$ cat src/rtl/amo_ctrl_pkg.sv
// Shared definitions for the atomic-op sequencer: funct5 codes, ALU
// control fields and the sequencer state encoding.
package amo_ctrl_pkg;

    typedef enum logic [2:0] {
        S_IDLE,
        S_LOAD,
        S_EXEC,
        S_STORE,
        S_DONE
    } state_e;

    localparam logic [4:0] F5_ADD  = 5'b00000;
    localparam logic [4:0] F5_SWAP = 5'b00001;
    localparam logic [4:0] F5_LR   = 5'b00010;
    localparam logic [4:0] F5_SC   = 5'b00011;
    localparam logic [4:0] F5_XOR  = 5'b00100;
    localparam logic [4:0] F5_OR   = 5'b01000;
    localparam logic [4:0] F5_AND  = 5'b01100;
    localparam logic [4:0] F5_MIN  = 5'b10000;
    localparam logic [4:0] F5_MAX  = 5'b10100;
    localparam logic [4:0] F5_MINU = 5'b11000;
    localparam logic [4:0] F5_MAXU = 5'b11100;

    localparam logic [6:0] OPC_ALU  = 7'b0010011;
    localparam logic [2:0] F3_ADD   = 3'b000;
    localparam logic [2:0] F3_SLT   = 3'b010;
    localparam logic [2:0] F3_SLTU  = 3'b011;
    localparam logic [2:0] F3_XOR   = 3'b100;
    localparam logic [2:0] F3_OR    = 3'b110;
    localparam logic [2:0] F3_AND   = 3'b111;

    function automatic logic misaligned(input logic word, input logic [2:0] a);
        return word ? (a[1:0] != 2'b00) : (a != 3'b000);
    endfunction

    function automatic logic [63:0] sext32(input logic [31:0] v);
        return {{32{v[31]}}, v};
    endfunction

endpackage

$ cat src/rtl/amo_ctrl_if.sv
// Data-memory request/response port shared by the sequencer and the memory.
interface amo_ctrl_if;
    logic        mem_req;
    logic        mem_we;
    logic [63:0] mem_addr;
    logic        mem_size;
    logic [63:0] mem_wdata;
    logic        mem_ack;
    logic [63:0] mem_rdata;

    modport master (
        output mem_req, mem_we, mem_addr, mem_size, mem_wdata,
        input  mem_ack, mem_rdata
    );

    modport slave (
        input  mem_req, mem_we, mem_addr, mem_size, mem_wdata,
        output mem_ack, mem_rdata
    );
endinterface

$ cat src/rtl/amo_rsv.sv
// Single LR reservation: granule tag plus valid bit, with snoop invalidation.
module amo_rsv
    import amo_ctrl_pkg::*;
#(
    parameter int RSV_GRAN = 6
) (
    input  logic               clk,
    input  logic               rst_n,
    input  logic               set_i,
    input  logic [63:RSV_GRAN] set_tag_i,
    input  logic               clr_i,
    input  logic               snoop_valid_i,
    input  logic [63:RSV_GRAN] snoop_tag_i,
    input  logic [63:RSV_GRAN] chk_tag_i,
    output logic               match_o
);

    logic               vld_q, vld_d;
    logic [63:RSV_GRAN] tag_q, tag_d;

    // The LR fill is applied last so it wins over a same-cycle snoop.
    always_comb begin
        vld_d = vld_q;
        tag_d = tag_q;
        if (clr_i || (snoop_valid_i && (snoop_tag_i == tag_q))) vld_d = 1'b0;
        if (set_i) begin
            vld_d = 1'b1;
            tag_d = set_tag_i;
        end
    end

    always_ff @(posedge clk or negedge rst_n) begin
        if (!rst_n) begin
            vld_q <= 1'b0;
            tag_q <= '0;
        end else begin
            vld_q <= vld_d;
            tag_q <= tag_d;
        end
    end

    assign match_o = vld_q && (chk_tag_i == tag_q);

endmodule

$ cat src/rtl/amo_ctrl.sv
// RV64A LR/SC/AMO sequencer: load, one ALU cycle, store, then a done pulse
// carrying the rd value back to writeback.
module amo_ctrl
    import amo_ctrl_pkg::*;
#(
    parameter int RSV_GRAN = 6
) (
    input  logic              clk,
    input  logic              rst_n,
    input  logic              start,
    input  logic [4:0]        funct5,
    input  logic              word,
    input  logic [63:0]       addr,
    input  logic [63:0]       src,
    output logic              busy,
    output logic              done,
    output logic [63:0]       rd_data,
    output logic              fault,
    amo_ctrl_if.master        mem,
    input  logic              snoop_valid,
    input  logic [63:0]       snoop_addr,
    output logic [63:0]       alu_a,
    output logic [63:0]       alu_b,
    output logic [14:0]       alu_op_ir,
    input  logic [63:0]       alu_out
);

    state_e      state_q, state_d;
    logic [4:0]  f5_q, f5_d;
    logic        word_q, word_d;
    logic [63:0] addr_q, addr_d;
    logic [63:0] src_q, src_d;
    logic [63:0] ld_q, ld_d;
    logic [63:0] st_q, st_d;
    logic [63:0] rd_q, rd_d;
    logic        fault_q, fault_d;
    logic        rsv_set, rsv_clr, rsv_match;
    logic [63:0] lval;
    logic [2:0]  f3;
    logic        use_alu;
    logic        unused_snoop;

    assign unused_snoop = ^snoop_addr[RSV_GRAN-1:0];

    amo_rsv #(.RSV_GRAN(RSV_GRAN)) u_rsv (
        .clk           (clk),
        .rst_n         (rst_n),
        .set_i         (rsv_set),
        .set_tag_i     (addr_q[63:RSV_GRAN]),
        .clr_i         (rsv_clr),
        .snoop_valid_i (snoop_valid),
        .snoop_tag_i   (snoop_addr[63:RSV_GRAN]),
        .chk_tag_i     (addr[63:RSV_GRAN]),
        .match_o       (rsv_match)
    );

    assign lval = word_q ? sext32(mem.mem_rdata[31:0]) : mem.mem_rdata;

    // ALU drive lives apart from next-state so alu_out never loops back here.
    always_comb begin
        alu_a     = '0;
        alu_b     = '0;
        alu_op_ir = '0;
        f3        = F3_ADD;
        use_alu   = 1'b0;
        if (state_q == S_EXEC) begin
            use_alu = 1'b1;
            alu_a   = ld_q;
            alu_b   = src_q;
            case (f5_q)
                F5_ADD: f3 = F3_ADD;
                F5_XOR: f3 = F3_XOR;
                F5_OR:  f3 = F3_OR;
                F5_AND: f3 = F3_AND;
                F5_MIN, F5_MAX: begin
                    f3 = F3_SLT;
                    if (word_q) alu_b = sext32(src_q[31:0]);
                end
                F5_MINU, F5_MAXU: begin
                    f3 = F3_SLTU;
                    if (word_q) begin
                        alu_a = {32'b0, ld_q[31:0]};
                        alu_b = {32'b0, src_q[31:0]};
                    end
                end
                default: use_alu = 1'b0;
            endcase
            if (use_alu) alu_op_ir = {5'b0, f3, OPC_ALU};
            else begin
                alu_a = '0;
                alu_b = '0;
            end
        end
    end

    always_comb begin
        state_d = state_q;
        f5_d    = f5_q;
        word_d  = word_q;
        addr_d  = addr_q;
        src_d   = src_q;
        ld_d    = ld_q;
        st_d    = st_q;
        rd_d    = rd_q;
        fault_d = fault_q;
        rsv_set = 1'b0;
        rsv_clr = 1'b0;
        unique case (state_q)
            S_IDLE: if (start) begin
                f5_d    = funct5;
                word_d  = word;
                addr_d  = addr;
                src_d   = src;
                st_d    = src;
                rd_d    = '0;
                fault_d = 1'b0;
                if (misaligned(word, addr[2:0])) begin
                    fault_d = 1'b1;
                    state_d = S_DONE;
                end else if (funct5 == F5_SC) begin
                    rsv_clr = 1'b1;
                    if (rsv_match) state_d = S_STORE;
                    else begin
                        rd_d    = 64'd1;
                        state_d = S_DONE;
                    end
                end else begin
                    state_d = S_LOAD;
                end
            end
            S_LOAD: if (mem.mem_ack) begin
                ld_d = lval;
                rd_d = lval;
                if (f5_q == F5_LR) begin
                    rsv_set = 1'b1;
                    state_d = S_DONE;
                end else begin
                    state_d = S_EXEC;
                end
            end
            S_EXEC: begin
                state_d = S_STORE;
                case (f5_q)
                    F5_SWAP:                        st_d = src_q;
                    F5_ADD, F5_XOR, F5_OR, F5_AND:  st_d = alu_out;
                    F5_MIN, F5_MINU:                st_d = alu_out[0] ? ld_q : src_q;
                    F5_MAX, F5_MAXU:                st_d = alu_out[0] ? src_q : ld_q;
                    default: begin
                        fault_d = 1'b1;
                        state_d = S_DONE;
                    end
                endcase
            end
            S_STORE: if (mem.mem_ack) state_d = S_DONE;
            S_DONE:  state_d = S_IDLE;
            default: state_d = S_IDLE;
        endcase
    end

    always_ff @(posedge clk or negedge rst_n) begin
        if (!rst_n) begin
            state_q <= S_IDLE;
            f5_q    <= '0;
            word_q  <= 1'b0;
            addr_q  <= '0;
            src_q   <= '0;
            ld_q    <= '0;
            st_q    <= '0;
            rd_q    <= '0;
            fault_q <= 1'b0;
        end else begin
            state_q <= state_d;
            f5_q    <= f5_d;
            word_q  <= word_d;
            addr_q  <= addr_d;
            src_q   <= src_d;
            ld_q    <= ld_d;
            st_q    <= st_d;
            rd_q    <= rd_d;
            fault_q <= fault_d;
        end
    end

    // Memory strobes decode straight from state so reset drops them at once.
    assign busy          = (state_q != S_IDLE);
    assign done          = (state_q == S_DONE);
    assign rd_data       = done ? rd_q : '0;
    assign fault         = done & fault_q;
    assign mem.mem_req   = (state_q == S_LOAD) || (state_q == S_STORE);
    assign mem.mem_we    = (state_q == S_STORE);
    assign mem.mem_addr  = mem.mem_req ? addr_q : '0;
    assign mem.mem_size  = mem.mem_req & word_q;
    assign mem.mem_wdata = mem.mem_we ? (word_q ? {32'b0, st_q[31:0]} : st_q) : '0;

endmodule
$ cat src/flat_wrapper.sv
// flat-port wrapper written by rule: the top's interface ports become plain ports
module amo_ctrl_flat import amo_ctrl_pkg::*;
#(
    parameter int RSV_GRAN = 6
)
  (clk, rst_n, start, funct5, word, addr, src, busy, done, rd_data, fault, snoop_valid, snoop_addr, alu_a, alu_b, alu_op_ir, alu_out, mem_mem_req, mem_mem_we, mem_mem_addr, mem_mem_size, mem_mem_wdata, mem_mem_ack, mem_mem_rdata);
  amo_ctrl_if mem_i ();
  input  logic clk;
  input  logic rst_n;
  input  logic start;
  input  logic [4:0] funct5;
  input  logic word;
  input  logic [63:0] addr;
  input  logic [63:0] src;
  output logic busy;
  output logic done;
  output logic [63:0] rd_data;
  output logic fault;
  input  logic snoop_valid;
  input  logic [63:0] snoop_addr;
  output logic [63:0] alu_a;
  output logic [63:0] alu_b;
  output logic [14:0] alu_op_ir;
  input  logic [63:0] alu_out;
  output wire logic [$bits(mem_i.mem_req)-1:0] mem_mem_req;
  output wire logic [$bits(mem_i.mem_we)-1:0] mem_mem_we;
  output wire logic [$bits(mem_i.mem_addr)-1:0] mem_mem_addr;
  output wire logic [$bits(mem_i.mem_size)-1:0] mem_mem_size;
  output wire logic [$bits(mem_i.mem_wdata)-1:0] mem_mem_wdata;
  input wire logic [$bits(mem_i.mem_ack)-1:0] mem_mem_ack;
  input wire logic [$bits(mem_i.mem_rdata)-1:0] mem_mem_rdata;
  assign mem_mem_req = mem_i.mem_req;
  assign mem_mem_we = mem_i.mem_we;
  assign mem_mem_addr = mem_i.mem_addr;
  assign mem_mem_size = mem_i.mem_size;
  assign mem_mem_wdata = mem_i.mem_wdata;
  assign mem_i.mem_ack = mem_mem_ack;
  assign mem_i.mem_rdata = mem_mem_rdata;
  amo_ctrl #(.RSV_GRAN(RSV_GRAN)) u_core (.clk(clk), .rst_n(rst_n), .start(start), .funct5(funct5), .word(word), .addr(addr), .src(src), .busy(busy), .done(done), .rd_data(rd_data), .fault(fault), .mem(mem_i), .snoop_valid(snoop_valid), .snoop_addr(snoop_addr), .alu_a(alu_a), .alu_b(alu_b), .alu_op_ir(alu_op_ir), .alu_out(alu_out));
endmodule
$ cat config.mk
export PLATFORM = sky130hd
export DESIGN_NAME = amo_ctrl_flat
export DESIGN_NICKNAME = d
export VERILOG_FILES = /design/src/rtl/amo_ctrl_pkg.sv /design/src/rtl/amo_ctrl_if.sv /design/src/rtl/amo_rsv.sv /design/src/rtl/amo_ctrl.sv /design/src/flat_wrapper.sv
export SDC_FILE = /design/constraint.sdc
export NUM_CORES = 1
export LEC_CHECK = 0
export CORE_AREA = 2 2 265 267
export CTS_CLUSTER_SIZE = 16
export DETAILED_ROUTE_END_ITERATION = 7
export DIE_AREA = 0 0 267 269
export GPL_ROUTABILITY_DRIVEN = 0
export PLACE_DENSITY = 0.66
export REMOVE_ABC_BUFFERS = 1
export SYNTH_ARGS = -nofsm -noshare
export SYNTH_HDL_FRONTEND = slang
export SYNTH_HIERARCHICAL = 1
export SYNTH_SLANG_ARGS = --single-unit
export TNS_END_PERCENT = 30
$ cat constraint.sdc
create_clock -name clk -period 3.9 [get_ports clk]
set_input_delay 0.78 -clock clk [delete_from_list [all_inputs] [get_ports clk]]
set_output_delay 0.78 -clock clk [all_outputs]
set_load 0.01 [all_outputs]
-- After elaboration in Yosys (flattened, before gate mapping)
Cells that the tools add are included.
- bits in registers: 389
- input port bits: 331
- output and inout port bits: 341
- logic and storage cells: 112
- eq/ne operators: 21
- mux-type cells: 53
- bitwise gates (word level): 2
- reductions and logical operators: 25
- operators with widths (operator ; count):
    $mux 64 ; 20
    $pmux 64 s2 ; 3
    $pmux 64 s4 ; 1
    $eq 58x58->1 ; 2
    $mux 3 ; 8
    $eq 5x5->1 const B ; 4
    $mux 1 ; 16
    $mux 15 ; 1
    $pmux 3 s5 ; 1
    $pmux 3 s4 ; 1
    $reduce_and 3->1 ; 4
    $eq 5x2->1 const B ; 2
    $eq 5x4->1 const B ; 2
    $mux 10 ; 1
    $reduce_or 9->1 ; 1
    $ne 2x2->1 const B ; 4
    $reduce_bool 2->1 ; 4
    $reduce_or 2->1 ; 4
    $reduce_or 8->1 ; 1
    $eq 3x2->1 const B ; 2
    $reduce_bool 3->1 ; 2
    $eq 5x1->1 const B ; 1
    $eq 5x3->1 const B ; 1
    $logic_not 5->1 ; 1
    10 further kinds ; 14

-- Logic depth before layout (Yosys ltp)
Gate-level depths: netlist of the first run.
- depth in word-level cells: 8
- depth in mapped cells: 11
- depth with buffers taken out: 9

-- Hierarchy
The synthesis of the first run kept the hierarchy.
- by module, submodules not included (module ; times used ; cells each ; area an instance (um^2) ; seq. area each (um^2)):
    amo_ctrl ; 1 ; 1782 ; 17030.1 ; 8257.9
    amo_rsv ; 1 ; 317 ; 3474.6 ; 1476.4

-- Worst setup path after synthesis of the first run
OpenSTA, ideal clock, no wires.
- kind: input-to-reg
- start point: input port mem_mem_ack
- end point: register u_core.u_rsv.vld_q
- setup time: 0.136 ns
- arrival time: 2.359 ns
- required time: 3.764 ns
- setup slack: 1.406 ns
- cell stages on the path: 8
- buffers on the path: 3
- path through: nand2_1 > buf_2 > buf_1 > nor2_1 > buf_2 > a2111o_1 > a2111oi_2 > a31oi_1
- word-level cells in the longest chain between the ends: 3
- elaborated cells between the ends (all ways): 4
- classes of those cells: 3 x mux; 1 x reduce/logical
- RTL lines (item ; line ; source):
    start, declared ; flat_wrapper.sv:30 ; input wire logic [$bits(mem_i.mem_ack)-1:0] mem_mem_ack;
    $mux 1 (*) ; amo_ctrl.sv:131 ; S_LOAD: if (mem.mem_ack) begin
    $mux 1 (*) ; amo_ctrl.sv:108 ; unique case (state_q)
    via u_core.rsv_set ; amo_ctrl.sv:37 ; logic rsv_set, rsv_clr, rsv_match;
    $mux 1 or $reduce_bool 2->1 (tied branches) ; n/a ;
    end signal, assigned ; amo_rsv.sv:37 ; vld_q <= vld_d;
    end, declared ; amo_rsv.sv:18 ; logic vld_q, vld_d;
The timed path passes the listed nets; every way through them passes the cells marked *.
A chain may end at the register's enable or synchronous reset.

-- Worst setup path in the final report of the first run
- start point: register u_core.state_q[0]
- end point: output port alu_b[51]
- word-level cells in the longest chain between the ends: 2
- RTL lines (item ; line ; source):
    start, declared ; amo_ctrl.sv:28 ; state_e state_q, state_d;
    start signal, assigned ; amo_ctrl.sv:172 ; state_q <= state_d;
    $eq 3x2->1 ; amo_ctrl.sv:66 ; if (state_q == S_EXEC) begin
    $mux 64 ; amo_ctrl.sv:66 ;
    end, declared ; flat_wrapper.sv:22 ; output logic [63:0] alu_b;
No other way between the ends.

==> flow_summary_export.csv, run 1 <==
group,metric,value,unit
run_status,status,"complete, no violations",
synth,yosysMostFrequentCell,"dfrtp_1",
pwr,p_leak,0.0132,uW
pwr,powerDensity,623,nW/um^2
synth,netlist.area_leader.share,47.5,%
clock_tree,post_cts_buffers,0,
timing,fin_crit,3.70,ns
pwr,netSwitchingFraction,39.1,%
timing,maxSlewHeadroom,40.6,%
timing,fmax,270,MHz
global_route,grt_use_total,23.3,%
clock_tree,postCtsHoldBufs,0,
clock_tree,clkLatencyLatePin,0.58,ns
layout,syn_to_final_growth,44.7,%
layout,fin_util,42.8,%
setup_path,crit_path_end_kind,"primary output",
timing,hold_ws,0.160,ns
setup_path,arrival,2.92,ns
detailed_routing,wl_per_cell,23.9,um
clock_tree,cts_tree,"done",
setup_path,cp-startpoint,"u_core/state_q[0]",
clock_tree,clock-root-buffer,"clkbuf_16",
setup_path,worstPathRequired,3.12,ns
synth,synth-seq-area-share,47.5,%
floorplan,start_util,29.6,%
detailed_routing,via_count,19092,
synth,synth-edff-count,0,
synth,synth.avg_cell_area,9.77,um^2
setup_path,crit_fanout,31,
place,place_inst,3560,
synth,yosysWarnings,6,
pwr,p_int,11200,uW
setup_path,worstSetupPathType,"flip-flop to primary output",
detailed_routing,drtPass1Iterations,6,
synth,synthArstFlopShare,100,%
floorplan,die_w,267,um
floorplan,io_pins,672,
detailed_routing,drtAntennaViolNets,0,
layout,drive_gt1_share,11.2,%
clock_tree,clk_path_buf_depth,3,
pwr,seq_power_share,38.2,%
detailed_routing,viasPerCell,5.23,
synth,ys_ff_latch,389,
layout,final_cells,3650,
setup_path,timing.rr.start,"u_core/state_q[1]",
global_route,grt_overflow,0,
detailed_routing,drt_iter0_drc,1318,
synth,synth_common_cells,"dfrtp_1, nand2_1, and2_1, mux2_2, nor2_1",
detailed_routing,drc,0,
pwr,comb_power_share,38.3,%
synth,ys.flop_type,"dfrtp_1",
pwr,clkPwrFrac,23.5,%
pwr,power.switching,7230,uW
detailed_routing,totalWireLength,87100,um
min_path,hold_class,"primary input to asynchronous set/reset pin",
floorplan,rows,97,
timing,post-route-period-util,95.0,%
run,maxCapViolations,0,
clock_tree,numCtsBuffers,47,
clock_tree,htree_levels,2,
timing,setup_violations,0,
place,hpwlAfterDp,59200,um
timing,worst_slack,0.196,ns
layout,num-fill-cells,6763,
clock_tree,clk_pin_slew,0.06,ns
synth,synth_cells,2099,
floorplan,dieArea,71800,um^2
timing,rsz0062_at_grt,"false",
global_route,grt_pass1_wl,126000,um
clock_tree,cts.sinks,389,
global_route,grt_start_max_net_pins,98,
place,port_buffers,656,
global_route,antenna_found_initial,7,
synth,yosys.area.top_type,"dfrtp_1",
pwr,ir_drop,0.357,mV
floorplan,fp.coreArea,69300,um^2
floorplan,dieHeight,269,um
setup_path,cp-start-kind,"flip-flop",
global_route,grt_pass1_vias,19056,
timing,finalHoldViolCount,0,
layout,nets,3000,
timing,finalClockSkew,0.0232,ns
timing,worst_pin_slew,0.891,ns
synth,netlist_top_cells_area,"dfrtp_1, mux2_2, and2_1",
synth,syn-cell-area,20500,um^2
synth,yosys.cell_types.count,52,
timing,slew_viol_final,0,
place,dp_worst_setup_slack,0.390,ns
## placed cells by master, fill, tap and decap left out, types with 35 or more instances in the layout
| cell type | Yosys | final |
|---|---|---|
| mux2_2 | 154 | 154 |
| o21ai_0 | 61 | 60 |
| or3_1 | 66 | 65 |
| clkdlybuf4s50_1 | 0 | 655 |
| xnor2_1 | 35 | 35 |
| clkbuf_16 | 0 | 48 |
| a211o_1 | 38 | 38 |
| nor2_1 | 149 | 146 |
| and2_1 | 163 | 162 |
| o22ai_1 | 45 | 45 |
| a21oi_1 | 67 | 65 |
| a31oi_1 | 41 | 41 |
| xor2_1 | 60 | 60 |
| dfrtp_1 | 389 | 387 |
| and3_1 | 129 | 129 |
| nand2_1 | 209 | 206 |
| a21o_1 | 64 | 64 |
## stage by stage
stage	area [um^2]	setup TNS (ns)	total power, uW
floorplan	19700	-665.36	10800
global placement	28100	0	14000
detailed placement	28100	0	14100
CTS	29600	0	18600
global route	29700	0	19500
finish	29700	0	18500
## worst max-delay path: stages (launching register included)
cell	delay, ns
dfrtp_1	0.50
nor2_4	0.20
and2_4	0.18
nand2_1	0.17
inv_2	0.18
o21ai_2	0.07
buf_4	0.25
nor2_1	0.20
clkdlybuf4s50_1	0.56
## state kept, by name, indices dropped and copies added (netlist names), 3 cells and up
register and count:
u_core/addr_q 64, u_core/ld_q 64, u_core/rd_q 64, u_core/src_q 64
u_core/st_q 64, u_core/u_rsv/tag_q 58, u_core/f5_q 5, u_core/state_q 3
## layer usage
| layer | global-route usage, % | routed length [um] |
|---|---|---|
| met4 | 9.22 | 3350 |
| met2 | 39.2 | 41700 |
| met3 | 6.03 | 7130 |
| met5 | 0 | 23 |
| met1 | 28.5 | 34900 |
## final cells by class
type                    count  area (um^2)  share of cell area [%]
diodes                      4         10.0                  0.0337
clock buffers              71         1380                    4.64
clock inverters            15          129                   0.434
inverters                  30          114                   0.384
multi-input cells        1495         9940                    33.5
flip-flops and latches    389         9740                    32.8
well taps                 940         1180                    3.97
repair buffers            706         7180                    24.2
## repair_timing
| action | CTS | global route |
|---|---|---|
| endpoints found under the setup margin | 43 | 27 |
| pin swaps | 0 | 0 |
| gates resized for setup | 2 | 3 |
## path summary, 6_finish.rpt
path,slack (ns),cells after the start,endpoint
max reg2reg,1.03,7,u_core/ld_q[27]
max in group asynchronous,2.66,3,u_core/st_q[27]
min reg2reg,0.47,1,u_core/rd_q[56]
max,0.20,8,alu_b[51]
min in group clk,0.47,1,u_core/rd_q[56]
min,0.16,1,u_core/addr_q[34]
## kinds of logic after synthesis
| kind of cell | count (synthesis) | synth area share [%] |
|---|---|---|
| simple gates | 770 | 19.1 |
| compound gates | 465 | 15.9 |
| flops | 389 | 47.5 |
| buf+inv | 223 | 4.77 |
| mux | 154 | 8.46 |
| xor+xnor | 97 | 4.22 |
| other cells | 1 | 0.0183 |
## power by group through the flow
stage | combinational (uW) | clock [uW] | sequential [uW]
3_5_place_dp | 7050 | 0 | 7080
3_3_place_gp | 6960 | 0 | 7040
2_1_floorplan | 4150 | 0 | 6620
5_1_grt | 7600 | 4610 | 7260
6_report | 7060 | 4340 | 7060
4_1_cts | 7080 | 4450 | 7020
(Power assumes the default switching activity.)
==> run 2: changes to the inputs <==
--- a/config.mk
+++ b/config.mk
@@ -5,13 +5,15 @@
 export SDC_FILE = /design/constraint.sdc
 export NUM_CORES = 1
 export LEC_CHECK = 0
-export CORE_AREA = 2 2 265 267
+export ABC_AREA = 1
+export CORE_AREA = 2 2 262 264
 export CTS_CLUSTER_SIZE = 16
 export DETAILED_ROUTE_END_ITERATION = 7
-export DIE_AREA = 0 0 267 269
+export DIE_AREA = 0 0 264 266
 export GPL_ROUTABILITY_DRIVEN = 0
-export PLACE_DENSITY = 0.66
+export PLACE_DENSITY = 0.71
 export REMOVE_ABC_BUFFERS = 1
+export SLEW_MARGIN = 40
 export SYNTH_ARGS = -nofsm -noshare
 export SYNTH_HDL_FRONTEND = slang
 export SYNTH_HIERARCHICAL = 1
==> run 2 against run 1 <==
Against the previous run: sequential power grew 0.7%; final cell count increased by 36%; die area decreased by 2.2%; combinational power increased by 42%; critical path type unchanged; critical endpoint is now alu_b[61].
==> flow_summary_export.csv, run 2 <==
group,metric,value,unit
run_status,status,"complete, no violations",
setup_path,regToRegEndpoint,"u_core/rd_q[57]",
clock_tree,post_cts_buffers,0,
pwr,power.switching,9720,uW
detailed_routing,wl_per_cell,19.8,um
layout,final_area,31900,um^2
detailed_routing,drc,0,
timing,worst_pin_slew,0.807,ns
pwr,clkPwrFrac,20.5,%
pwr,powerDensity,677,nW/um^2
clock_tree,postCtsHoldBufs,0,
clock_tree,clkLatencyLatePin,0.60,ns
layout,final_cell_mix,"nand2_1, clkdlybuf4s50_1, nor2_1, inv_1, dfrtp_1",
pwr,p_int,11900,uW
global_route,grt_use_total,27.1,%
setup_path,timing.rr.start,"u_core/state_q[2]",
detailed_routing,met1_length,39400,um
setup_path,cp_cell_sequence,"nand2_1, nor2_4, inv_4, nor2_4, o21ai_2, buf_4, a21oi_1, clkdlybuf4s50_1",
setup_path,reg2regPathDepth,8,
pwr,ir_drop,0.489,mV
layout,drive_gt1_share,4.04,%
pwr,p_leak,0.0143,uW
setup_path,cp-start-kind,"flip-flop",
pwr,comb_power_share,46.5,%
synth,synth.avg_cell_area,6.55,um^2
detailed_routing,viasPerCell,5.05,
synth,synth.area.mux_share,0,%
synth,synth_xor_area_share,1.15,%
floorplan,dieArea,70200,um^2
floorplan,io_pins,672,
synth,ys.flop_type,"dfrtp_1",
detailed_routing,drt_iter0_drc,2332,
floorplan,die_w,264,um
global_route,grt_start_max_net_pins,144,
timing,fmax,268,MHz
layout,num-fill-cells,6751,
clock_tree,clk_pin_slew,0.06,ns
timing,slew_viol_final,0,
pwr,seq_power_share,33.0,%
detailed_routing,via_count,25058,
synth,synthAdderAreaFrac,0,%
layout,final_common_cell,"nand2_1",
timing,finalHoldViolCount,0,
clock_tree,htree_levels,2,
setup_path,reg2reg_slack,0.89,ns
detailed_routing,drtAntennaViolNets,0,
layout,fin_util,47.0,%
clock_tree,cts_tree,"done",
synth,synthArstFlopShare,100,%
timing,rsz0062_at_grt,"false",
layout,nets,4366,
timing,fin_tns_setup,0,ns
clock_tree,clk_path_buf_depth,3,
detailed_routing,totalWireLength,98100,um
synth,synth_simple_gate_area_share,28.2,%
clock_tree,clock-root-buffer,"clkbuf_16",
detailed_routing,drtPass1Iterations,6,
synth,syn-cell-area,22900,um^2
synth,yosysWarnings,6,
place,port_buffers,656,
global_route,grt_overflow,0,
floorplan,rows,96,
synth,netlist.area_leader.share,42.5,%
setup_path,worstSetupPathType,"flip-flop to primary output",
timing,fin_crit,3.73,ns
timing,maxSlewHeadroom,46.2,%
floorplan,start_util,33.8,%
synth,yosys.cell_types.count,31,
synth,synth_top_family_by_area,"simple AND/OR/NAND/NOR gates",
detailed_routing,highest_layer,"met5",
synth,synth_compound_area_share,15.8,%
synth,yosys.area.top_type,"dfrtp_1",
synth,synth-seq-area-share,42.5,%
run,maxCapViolations,0,
global_route,grt_pass1_wl,146000,um
synth,ys_ff_latch,389,
floorplan,fp.coreArea,67700,um^2
detailed_routing,routed-wl-met2,45400,um
timing,post-route-period-util,95.7,%
synth,yosysMostFrequentCell,"nand2_1",
global_route,antenna_found_initial,26,
synth,synth_cells,3497,
min_path,hold_class,"primary input to asynchronous set/reset pin",
layout,syn_to_final_growth,39.1,%
place,hpwlAfterDp,67000,um
place,place_area,30300,um^2
setup_path,crit_path_end_kind,"primary output",
clock_tree,numCtsBuffers,47,
detailed_routing,dr_wl_met3,8860,um
synth,netlist_top_cells_area,"dfrtp_1, nand2_1, nor2_1",
global_route,grt_pass1_vias,23565,
pwr,netSwitchingFraction,45.1,%
setup_path,critPathSlowestCell,"clkdlybuf4s50_1",
synth,synth-edff-count,0,
setup_path,crit_fanout,30,
clock_tree,cts.sinks,389,
setup_path,worstPathRequired,3.12,ns
setup_path,crit_top_cell,"nor2_4",
setup_path,arrival,2.95,ns
floorplan,dieHeight,266,um
setup_path,max_stage_delay,0.61,ns
timing,setup_violations,0,
timing,finalClockSkew,0.0325,ns
synth,synth_common_cells,"nand2_1, nor2_1, inv_1, dfrtp_1, o21ai_0",
==> run 2: cell types whose count changed in the layout (fill, tap and decap cells not counted), sizes merged, moves of 38 or more <==
cell and change:
nand2 +673, nor2 +505, inv +453, o21ai +290, a21oi +228, and2 -163, mux2 -154, and3 -128
nand3 +69, or3 -66, a21o -64, xor2 -56, a31oi -41, a211o -38
==> run 2: power groups by stage <==
| stage | combinational, uW | sequential (uW) | clock, uW |
|---|---|---|---|
| after floorplan | 5850 | 6790 | 0 |
| after global placement | 9740 | 7080 | 0 |
| after detailed placement | 9900 | 7140 | 0 |
| after CTS | 9960 | 7090 | 4510 |
| after global routing | 11100 | 7330 | 4670 |
| final | 10000 | 7110 | 4430 |
==> run 2: repair_timing <==
item / CTS / global route
gates cloned: 0 / 0
resized for setup: 1 / 4
endpoints found under the setup margin: 1 / 24
==> run 2: cells by family (layout without fill, tap and decap cells) <==
logic type | Yosys count | count (layout)
buf+inv | 705 | 1264
compound gates | 710 | 710
xor+xnor | 30 | 30
simple gates | 1662 | 1662
flops | 389 | 389
other cells | 1 | 28
==> run 2: critical path: cells and delay by family (launching register included) <==
family | cells | cell delay (ns)
DFF | 1 | 0.47
AOI/OAI and AO/OA | 2 | 0.46
buffers and inverters | 3 | 0.93
and+or+nand+nor | 3 | 0.46
==> run 2: layout make-up <==
type / count / area, um^2 / area share, %
Inverter: 483 / 1820 / 5.72
Sequential cell: 389 / 9740 / 30.5
Antenna cell: 19 / 47.5 / 0.149
Tap cell: 882 / 1100 / 3.46
Timing Repair Buffer: 703 / 7200 / 22.6
Clock buffer: 69 / 1360 / 4.26
Clock inverter: 9 / 150 / 0.471
Multi-Input combinational cell: 2411 / 10500 / 32.8
==> run 2: metal layers <==
metal / track usage [%] / vias up
met5: 0 / -
li1: - / 11876
met3: 6.07 / 235
met1: 34.4 / 11642
met4: 13.1 / 10
met2: 43.9 / 1295
==> run 2: through the flow <==
| step | worst slack, ns | total power [uW] | cells | hold slack (ns) |
|---|---|---|---|---|
| after CTS | 0.0388 | 21600 | 4945 | 0.284 |
| final | 0.168 | 21600 | 4965 | 0.0938 |
| after global routing | 0.0584 | 23100 | 4965 | 0.108 |
| after floorplan | -2.57 | 12600 | 3283 | 0.449 |
| after detailed placement | 0.651 | 17000 | 4867 | 0.464 |
| after global placement | 0.576 | 16800 | 4867 | 0.456 |
==> run 2: how the worst max path moves through the flow <==
| stage | start | to | cells after the start |
|---|---|---|---|
| 2_1_floorplan | u_core/state_q[2] | u_core/u_rsv/tag_q[12] | 8 |
| 3_3_place_gp | u_core/state_q[1] | alu_a[43] | 8 |
| 3_5_place_dp | u_core/state_q[1] | alu_a[43] | 8 |
| 4_1_cts | u_core/f5_q[1] | alu_a[43] | 9 |
| 5_1_grt | u_core/f5_q[1] | alu_a[53] | 9 |
| 6_report | u_core/state_q[1] | alu_b[61] | 8 |
